File: src/rtl/mul_seq_32.sv
// Multi-cycle unsigned shift-add multiplier controller: sequences one external
// WIDTH-bit adder for WIDTH iterations to form a 2*WIDTH-bit product.
module mul_seq_32 #(
    parameter int WIDTH = 32,
    parameter int CNT_W = 6
) (
    input  logic             clk,
    input  logic             clr,
    input  logic             start,
    input  logic [WIDTH-1:0] mcand,
    input  logic [WIDTH-1:0] mplier,
    output logic             busy,
    output logic             done,
    output logic [WIDTH-1:0] prod_hi,
    output logic [WIDTH-1:0] prod_lo,
    output logic [WIDTH-1:0] add_a,
    output logic [WIDTH-1:0] add_b,
    output logic             add_cin,
    input  logic [WIDTH-1:0] add_sum,
    input  logic             add_cout
);

    // Handshake: start is a level request sampled only in IDLE or DONE; done is a
    // one-cycle pulse, and prod_hi/prod_lo hold the result until the next accepted start.
    typedef enum logic [1:0] {
        ST_IDLE = 2'd0,
        ST_LOAD = 2'd1,
        ST_ITER = 2'd2,
        ST_DONE = 2'd3
    } state_e;

    localparam logic [CNT_W-1:0] LAST_CNT = CNT_W'(WIDTH - 1);

    state_e           state_q, state_d;
    logic [WIDTH-1:0] m_q, m_d;
    logic [WIDTH-1:0] p_hi_q, p_hi_d;
    logic [WIDTH-1:0] p_lo_q, p_lo_d;
    logic [CNT_W-1:0] cnt_q, cnt_d;

    always_ff @(posedge clk) begin
        if (clr) begin
            state_q <= ST_IDLE;
            m_q     <= '0;
            p_hi_q  <= '0;
            p_lo_q  <= '0;
            cnt_q   <= '0;
        end else begin
            state_q <= state_d;
            m_q     <= m_d;
            p_hi_q  <= p_hi_d;
            p_lo_q  <= p_lo_d;
            cnt_q   <= cnt_d;
        end
    end

    always_comb begin
        state_d = state_q;
        m_d     = m_q;
        p_hi_d  = p_hi_q;
        p_lo_d  = p_lo_q;
        cnt_d   = cnt_q;
        case (state_q)
            ST_IDLE, ST_DONE: begin
                state_d = ST_IDLE;
                if (start) begin
                    state_d = ST_LOAD;
                    m_d     = mcand;
                    p_lo_d  = mplier;
                    p_hi_d  = '0;
                    cnt_d   = '0;
                end
            end
            ST_LOAD: begin
                state_d = ST_ITER;
            end
            ST_ITER: begin
                // Add-then-shift: carry lands in the top bit, sum LSB drops into P_lo.
                p_hi_d = {add_cout, add_sum[WIDTH-1:1]};
                p_lo_d = {add_sum[0], p_lo_q[WIDTH-1:1]};
                cnt_d  = cnt_q + 1'b1;
                if (cnt_q == LAST_CNT) begin
                    state_d = ST_DONE;
                end
            end
            default: begin
                state_d = ST_IDLE;
            end
        endcase
    end

    assign busy    = (state_q == ST_LOAD) || (state_q == ST_ITER);
    assign done    = (state_q == ST_DONE);
    assign prod_hi = p_hi_q;
    assign prod_lo = p_lo_q;
    assign add_a   = p_hi_q;
    assign add_b   = p_lo_q[0] ? m_q : '0;
    assign add_cin = 1'b0;

endmodule

File: config.mk
export PLATFORM = sky130hd
export DESIGN_NAME = mul_seq_32
export DESIGN_NICKNAME = d
export VERILOG_FILES = /design/src/rtl/mul_seq_32.sv
export SDC_FILE = /design/constraint.sdc
export NUM_CORES = 1
export LEC_CHECK = 0
export CORE_MARGIN = 4
export CORE_UTILIZATION = 37
export CTS_BUF_LIST = sky130_fd_sc_hd__clkbuf_8
export DETAILED_ROUTE_END_ITERATION = 7
export PLACE_DENSITY = 0.8
export SYNTH_ARGS = -nofsm -noshare
export SYNTH_HDL_FRONTEND = slang
export SYNTH_SLANG_ARGS = --single-unit
File: constraint.sdc
create_clock -name clk -period 1.65 [get_ports clk]
set_input_delay 0.495 -clock clk [delete_from_list [all_inputs] [get_ports clk]]
set_output_delay 0.495 -clock clk [all_outputs]
set_load 0.02 [all_outputs]
==> After elaboration in Yosys (flattened, before gate mapping) <==
Index checks and enable logic that the tools add are counted.
{ "totals": {"reg_bits": 104, "mem_bits_rw": 0, "mem_bits_ro": 0, "elab_cells": 28, "in_bits": 100, "n_memories": 0, "output_inout_bits": 131, "latchBits": 0} }
{ "op_classes": {"eq_ne": 6, "div_mod_pow": 0, "n_reduce_logical": 6, "n_shift": 0, "add_sub_neg": 1, "mux": 10, "bitwise_logic": 0, "order_cmp": 0, "n_mul": 0} }
{ "ops": {"columns": ["cell", "n"], "rows": [
  ["32-bit one-hot mux with 2 select lines", 2],
  ["32-bit two-way mux", 3],
  ["6-bit one-hot mux with 2 select lines", 1],
  ["6-bit by 1-bit adder with 6-bit output, second input constant", 1],
  ["6-bit by 5-bit equality test with 1-bit output, second input constant", 1],
  ["6-bit two-way mux", 1],
  ["2-bit one-hot mux with 3 select lines", 1],
  ["2-bit equality test, second input constant", 2],
  ["2-bit != test, second input constant", 2],
  ["2-bit AND reduction", 2],
  ["2-bit by 1-bit equality test with 1-bit output, second input constant", 1],
  ["2-bit logical NOT", 1],
  ["2-bit two-way mux", 1],
  ["2-bit nonzero test", 1],
  ["2-bit OR reduction", 1],
  ["1-bit logical OR", 1],
  ["1-bit two-way mux", 1]
]} }

==> Longest topological paths before layout <==
Gate-level depths: netlist of the first run.
{ "logic_depth": {"depth_word": 4, "mapped_depth": 8, "depth_no_buf": 5} }

==> Worst setup path after synthesis of the first run <==
Ideal clock, no wire load.
{ "synth_path": {"path_type": "reg-to-reg", "from": "reg state_q[0]", "to": "reg p_lo_q[28] (netlist: prod_lo[28])", "arrival_time_ns": 1.657, "n_path_buf": 3, "period_less_slack_ns": 1.742, "required_ns": 1.564, "setup_ns": 0.086, "path_slack_ns": -0.092, "path_stages_with_launch": 8, "cell_sequence": "dfxtp_1 -> inv_1 -> ha_1 -> mux2_2 -> buf_2 -> buf_6 -> buf_2 -> a211oi_1"} }
{ "synth_via": {"elab_chain_cells": 4, "elab_cells_between_ends": 8, "cone_classes": "eq/ne (3); mux (1); reduce/logical (4)"} }
{ "synth_rtl": {"columns": ["item", "line_no", "rtl"], "rows": [
  ["from (decl)", "34", "state_e state_q, state_d;"],
  ["from (signal assigned)", "48", "state_q <= state_d;"],
  ["2-bit equality test / 2-bit logical NOT (equally long branches)", "62", "case (state_q)"],
  ["2-bit OR reduction", "62", null],
  ["2-bit != test (no source line) / 2-bit nonzero test (equally long branches)", null, null],
  ["2-bit AND reduction (no source line)", null, null],
  ["to (signal assigned)", "51", "p_lo_q <= p_lo_d;"],
  ["to (decl)", "37", "logic [WIDTH-1:0] p_lo_q, p_lo_d;"]
]} }
Several ways; a longest one is shown, not always the timed one.
A chain may end at the register's enable or synchronous reset.

==> Worst setup path in the final report of the first run <==
{ "layout_path": {"from": "reg state_q[1]", "to": "reg cnt_q[5]"} }
{ "layout_via": {"elab_chain_cells": 4, "elab_cells_between_ends": 8, "cone_classes": "eq/ne (3); mux (1); reduce/logical (4)"} }
{ "layout_rtl": {"columns": ["item", "line_no", "rtl"], "rows": [
  ["2-bit equality test / 2-bit logical NOT (equally long branches)", "62", null],
  ["2-bit OR reduction", "62", null],
  ["2-bit != test (no source line) / 2-bit nonzero test (equally long branches)", null, null],
  ["2-bit AND reduction (no source line)", null, null],
  ["to (signal assigned)", "52", "cnt_q <= cnt_d;"],
  ["to (decl)", "38", "logic [CNT_W-1:0] cnt_q, cnt_d;"]
]} }
Several ways; a longest one is shown, not always the timed one.

==> impl_metrics.py, run 1 <==
metrics = {
    "status": {
        "status": "finished, violations left",
        "violations": "negative setup slack",
    },
    "timing": {
        "timing.final.max_slew_violations": 0,
        "rsz0062_at_grt": "yes",
        "slew_headroom_pct": 66.6,
        "max_freq_ghz": 0.553,
        "finClkSkew_ps": 7.61,
        "setup_viol": 102,
        "max_slew.worst_pin.slew_ps": 501,
        "period_needed_ps": 1810,
        "finalCritPeriodShare_pct": 110,
        "finalHoldViolCount": 0,
        "setup_slack_ps": -157,
    },
    "floorplanning": {
        "die_w_um": 118,
        "start_util_pct": 37.7,
        "io_pins": 231,
        "die_height_um": 118,
        "rows": 40,
        "core-area_mm2": 0.0120,
        "die-area_mm2": 0.0140,
    },
    "cells_and_area": {
        "nets": 863,
        "finalNonFillerCells": 912,
        "layout-drive-gt1-share_pct": 43.3,
        "n_antenna_cell": 0,
        "utilization_pct": 70.2,
        "area_growth_pct": 86.3,
        "fill_cells": 894,
    },
    "pwr": {
        "vdd_ir_drop_max_uv": 965,
        "powerDensity_mw_per_mm2": 1630,
        "leakagePower_nw": 3.31,
    },
    "synth": {
        "ys_seq_area_share_pct": 46.2,
        "syn_inst": 542,
        "avgSynthCellArea_um2": 8.31,
        "yosys_warnings": 0,
        "synth_cell_types": 28,
        "synth.net_count": 645,
        "ys.flop_type": "dfxtp_1",
        "syn_area_mm2": 0.00451,
        "async_reset_ff_share_pct": 0,
        "synth_edf_count": 0,
        "ys_ff_latch": 104,
    },
    "critical_path": {
        "cp_data_required_time_ps": 1900,
        "reg2reg_from": "state_q[1]$_SDFFE_PP0P_",
        "crit_path_frequent_cell": "buf_6",
        "critPathBufInv": 3,
        "crit_path_end_kind": "flop",
        "slowest_stage": "dfxtp_4",
        "critPathKind": "reg2reg",
        "path_cells": "ha_4, buf_6, buf_12, mux2i_4, buf_6, o31ai_1, a21oi_2",
        "critPathMaxStageDelay_ps": 380,
        "crit_arrival_ps": 2060,
        "critical_path.top_delay_family": "compound AO/OA/AOI/OAI gates",
        "cp-startpoint": "state_q[1]$_SDFFE_PP0P_",
        "startpoint_type": "flop",
        "path_max_fanout": 6,
    },
    "global_route": {
        "first_global_vias": 5069,
        "grtUsageTotal_pct": 22.4,
        "grt_pass1_wl_um": 25600,
        "antenna_found_initial": 0,
        "grt_start_max_net_pins": 54,
        "overflow": 0,
    },
    "clock_tree": {
        "clk_path_buf_depth": 2,
        "htreeDepth": 3,
        "cts_buffers": 9,
        "path_clk_slew_ps": 100,
        "cts.sinks": 104,
        "cts-root-buf": "clkbuf_8",
        "worstSkewPairLatency_ps": 370,
        "cts_tree": "yes",
    },
    "placement": {
        "gp_congestion": 0.865,
        "numPortBuffers": 229,
        "dp_hpwl_um": 9870,
        "dp.cells": 861,
    },
    "detailed_routing": {
        "drt-total-wl_um": 17400,
        "vias": 4815,
        "viasPerCell": 5.28,
        "routedWlPerCell_um": 19.0,
        "drc": 0,
        "detail-route-antenna-nets": 0,
        "drt_iter0_markers": 286,
        "first_pass_iters": 4,
    },
    "hold_path": {
        "hold_start": "clr",
        "min_path_type": "in2reg",
    },
    "job": {
        "maxCapViolations": 0,
    },
}
-- metrics by stage --
step | instance area, µm² | power, mW | TNS [ps] | setup slack [ps] | hold slack [ps]
after floorplan | 4530 | 6.46 | -117 | -5.82 | 432
final | 8390 | 13.7 | -8570 | -157 | 425
after global routing | 8390 | 14.4 | -15720 | -219 | 423
after global placement | 6840 | 8.56 | -18500 | -262 | 437
after detailed placement | 6840 | 8.68 | -22080 | -310 | 444
after CTS | 8000 | 13.0 | -9680 | -204 | 385
-- routing by layer --
metal	track usage [%]	routed length (µm)
met4	9.67	390
met1	25.1	6620
met5	0	0
met2	39.6	9160
met3	6.17	1200
-- state kept, by name (all words and copies together) (netlist names) --
register and count:
add_a 32, m_q 32, prod_lo 32, cnt_q 6, state_q 2
-- cell type report --
cell class,count,area [µm²],area share [%]
Clock buffer,11,151,1.80
Tap cell,147,184,2.19
Inverter,3,11.3,0.134
Multi-Input combinational cell,359,2850,34.0
Sequential cell,104,2100,25.0
Timing Repair Buffer,283,3060,36.4
Clock inverter,5,38.8,0.462
-- cell usage after synthesis (2+ instances only) --
cell type	number	share of area [%]
inv_1	3	0.25
buf_1	3	0.25
mux2_2	2	0.50
ha_1	3	0.83
mux2i_1	33	7.3
buf_4	33	5.5
nand3_1	36	4.0
dfxtp_1	104	46
o21ai_0	3	0.33
or3_1	2	0.28
a21oi_1	69	7.7
clkbuf_1	25	2.1
a211oi_1	33	5.5
buf_2	15	1.7
and2_1	33	4.6
nor2_1	33	2.7
nand2_1	101	8.4
-- cell usage in the layout (no fill, tap or decap), types with 29 or more instances in the layout --
cell,n
dlygate4sd2_1,52
nand3_2,29
dfxtp_1,97
mux2i_1,32
and2_4,31
a21oi_2,43
nand2_1,97
a211oi_2,32
buf_6,46
clkdlybuf4s50_1,98
-- repair_timing --
action / 4_1_cts / 5_1_grt
hold buffers: 0 / 0
cloned: 13 / 6
pin swaps: 39 / 38
setup buffers: 21 / 5
setup endpoints to repair: 197 / 140
resized for setup: 437 / 199
-- kinds of logic after synthesis --
group           synth area share (%)
simple gates                    20.9
compound gates                  14.2
flops                           46.2
buf+inv                         10.0
mux                             7.83
fa+ha+maj                      0.833
other cells                   0.0832
-- report_power, final --
group	leakage, nW	internal [mW]	total (mW)	switching (mW)
combinational	2.36	4.20	8.44	4.24
sequential	0.854	3.10	3.68	0.583
clock	0.0963	0.644	1.56	0.915
total	3.31	7.94	13.7	5.74
-- path summary, 6_finish.rpt --
check	to	depth (start not counted)	slack, ps
worst min register to register	m_q[7]$_SDFFE_PP0P_	2	460
worst max register to register	cnt_q[5]$_SDFFE_PP0P_	7	-160
worst min-delay path	state_q[0]$_SDFFE_PP0P_	2	430
worst max-delay path	cnt_q[5]$_SDFFE_PP0P_	7	-160
Power figures use the tool's default switching activity.
==> run 2: changes to the inputs <==
--- a/config.mk
+++ b/config.mk
@@ -5,11 +5,13 @@
 export SDC_FILE = /design/constraint.sdc
 export NUM_CORES = 1
 export LEC_CHECK = 0
+export CELL_PAD_IN_SITES_DETAIL_PLACEMENT = 1
+export CELL_PAD_IN_SITES_GLOBAL_PLACEMENT = 1
 export CORE_MARGIN = 4
-export CORE_UTILIZATION = 37
+export CORE_UTILIZATION = 26
 export CTS_BUF_LIST = sky130_fd_sc_hd__clkbuf_8
 export DETAILED_ROUTE_END_ITERATION = 7
-export PLACE_DENSITY = 0.8
+export PLACE_DENSITY = 0.81
 export SYNTH_ARGS = -nofsm -noshare
 export SYNTH_HDL_FRONTEND = slang
 export SYNTH_SLANG_ARGS = --single-unit
==> impl_metrics.py, run 2 (same netlist as run 1, synthesis figures left out) <==
metrics = {
    "pwr": {
        "vdd_ir_drop_max_uv": 872,
        "leakagePower_nw": 3.20,
        "powerDensity_mw_per_mm2": 1640,
    },
    "critical_path": {
        "startpoint_type": "flop",
        "critPathBufInv": 3,
        "crit_path_end_kind": "output pin",
        "critical_path.top_delay_family": "buffers and inverters",
        "crit_arrival_ps": 1350,
        "path_cells": "buf_12, buf_4, and2_4, buf_6",
        "cp_data_required_time_ps": 1150,
        "slowest_stage": "dfxtp_4",
        "critPathMaxStageDelay_ps": 410,
        "path_max_fanout": 6,
        "critPathKind": "reg2out",
    },
    "floorplanning": {
        "core-area_mm2": 0.0168,
        "die-area_mm2": 0.0195,
        "die_height_um": 140,
        "rows": 47,
        "die_w_um": 140,
        "start_util_pct": 26.9,
        "io_pins": 231,
    },
    "cells_and_area": {
        "n_antenna_cell": 0,
        "final_common_cell": "nand2_1",
        "area_growth_pct": 88.8,
        "layout_common_cells": "100 x nand2_1, 98 x clkdlybuf4s50_1, 91 x dfxtp_1",
        "layout-drive-gt1-share_pct": 42.4,
        "nets": 870,
        "finalNonFillerCells": 992,
    },
    "placement": {
        "dp.cells": 939,
        "gp_congestion": 0.723,
        "dp_hpwl_um": 11200,
        "place_ws_ps": -279,
        "numPortBuffers": 229,
    },
    "timing": {
        "rsz0062_at_grt": "yes",
        "setup_slack_ps": -195,
        "period_needed_ps": 1840,
        "finClkSkew_ps": 8.30,
        "finalCritPeriodShare_pct": 112,
        "max_freq_ghz": 0.542,
        "timing.final.max_slew_violations": 0,
        "setup_viol": 104,
        "finalHoldViolCount": 0,
    },
    "status": {
        "violations": "negative setup slack",
        "status": "finished, violations left",
    },
    "global_route": {
        "grtUsageTotal_pct": 17.9,
        "overflow": 0,
        "first_global_vias": 4997,
        "grt_pass1_wl_um": 28300,
        "antenna_found_initial": 0,
        "grt_start_max_net_pins": 41,
    },
    "detailed_routing": {
        "detail-route-antenna-nets": 0,
        "viasPerCell": 4.75,
        "routedWlPerCell_um": 18.5,
        "vias": 4716,
        "drt_iter0_markers": 128,
        "drt-total-wl_um": 18400,
        "drc": 0,
        "first_pass_iters": 4,
    },
    "job": {
        "maxCapViolations": 0,
    },
    "hold_path": {
        "min_path_type": "reg2reg",
    },
    "clock_tree": {
        "cts_buffers": 9,
        "path_clk_slew_ps": 100,
        "cts-root-buf": "clkbuf_8",
        "cts.sinks": 104,
        "holdBufCountCts": 0,
        "cts_tree": "yes",
        "worstSkewPairLatency_ps": 380,
        "clk_path_buf_depth": 2,
        "htreeDepth": 3,
    },
}
==> run 2: cell count changes in the layout (fill, tap and decap cells not counted), sizes merged <==
cell / change
clkdlybuf4s15: +36
buf: +10
dlygate4sd2: -43
clkbuf: +4
==> run 2: metrics by stage <==
stage / utilization, % / power, mW / instance area [µm²] / hold WS [ps] / TNS (ps)
finish: 50.8 / 14.0 / 8510 / 460 / -10280
global route: 50.8 / 14.7 / 8510 / 481 / -16600
CTS: 48.6 / 13.3 / 8140 / 458 / -9390
detailed placement: 41.7 / 8.89 / 6980 / 442 / -23410
global placement: 41.7 / 8.75 / 6980 / 437 / -18380
floorplan: - / 6.46 / 4530 / 432 / -117
==> run 2: timing repair <==
item                       CTS  global route
resized for setup          464           198
buffers inserted            17             5
gates cloned                13             3
setup endpoints to repair  201           183
pin swaps                   49            23
==> run 2: final timing paths <==
| path | from | end | slack [ps] | cells past startpoint |
|---|---|---|---|---|
| min | m_q[13]$_SDFFE_PP0P_ | m_q[13]$_SDFFE_PP0P_ | 460 | 2 |
| max reg2reg | state_q[0]$_SDFFE_PP0P_ | prod_lo[26]$_SDFFE_PP0P_ | -170 | 8 |
| max | prod_lo[0]$_SDFFE_PP0P_ | add_b[9] | -190 | 4 |
| min reg2reg | m_q[13]$_SDFFE_PP0P_ | m_q[13]$_SDFFE_PP0P_ | 460 | 2 |
==> run 2: layer usage <==
layer  track usage, %  vias to the layer above  routed length, µm
li1                 -                     2249                  -
met1             21.3                     2302               7420
met2             32.1                      147               9660
met3             5.59                       18               1090
met4             3.42                        0                199
met5                0                        -                  0
==> run 2: power breakdown <==
part / switching (mW) / internal, mW / leakage [nW]
Clock: 0.941 / 0.644 / 0.0963
Sequential: 0.585 / 3.11 / 0.856
Combinational: 4.24 / 4.44 / 2.25
==> run 2: area by class of cell <==
class                           instances  area [µm²]
Clock buffer                           11         151
Multi-Input combinational cell        359        2740
Inverter                                3        11.3
Fill cell                            1842        8250
Clock inverter                          5        38.8
Sequential cell                       104        2100
Timing Repair Buffer                  290        3190
Tap cell                              220         275
==> run 2: tightest hold or removal path: cells and delay by family (launching register included) <==
family,cells,cell delay (ps)
simple gates,1,50
compound gates,1,50
flops,1,320
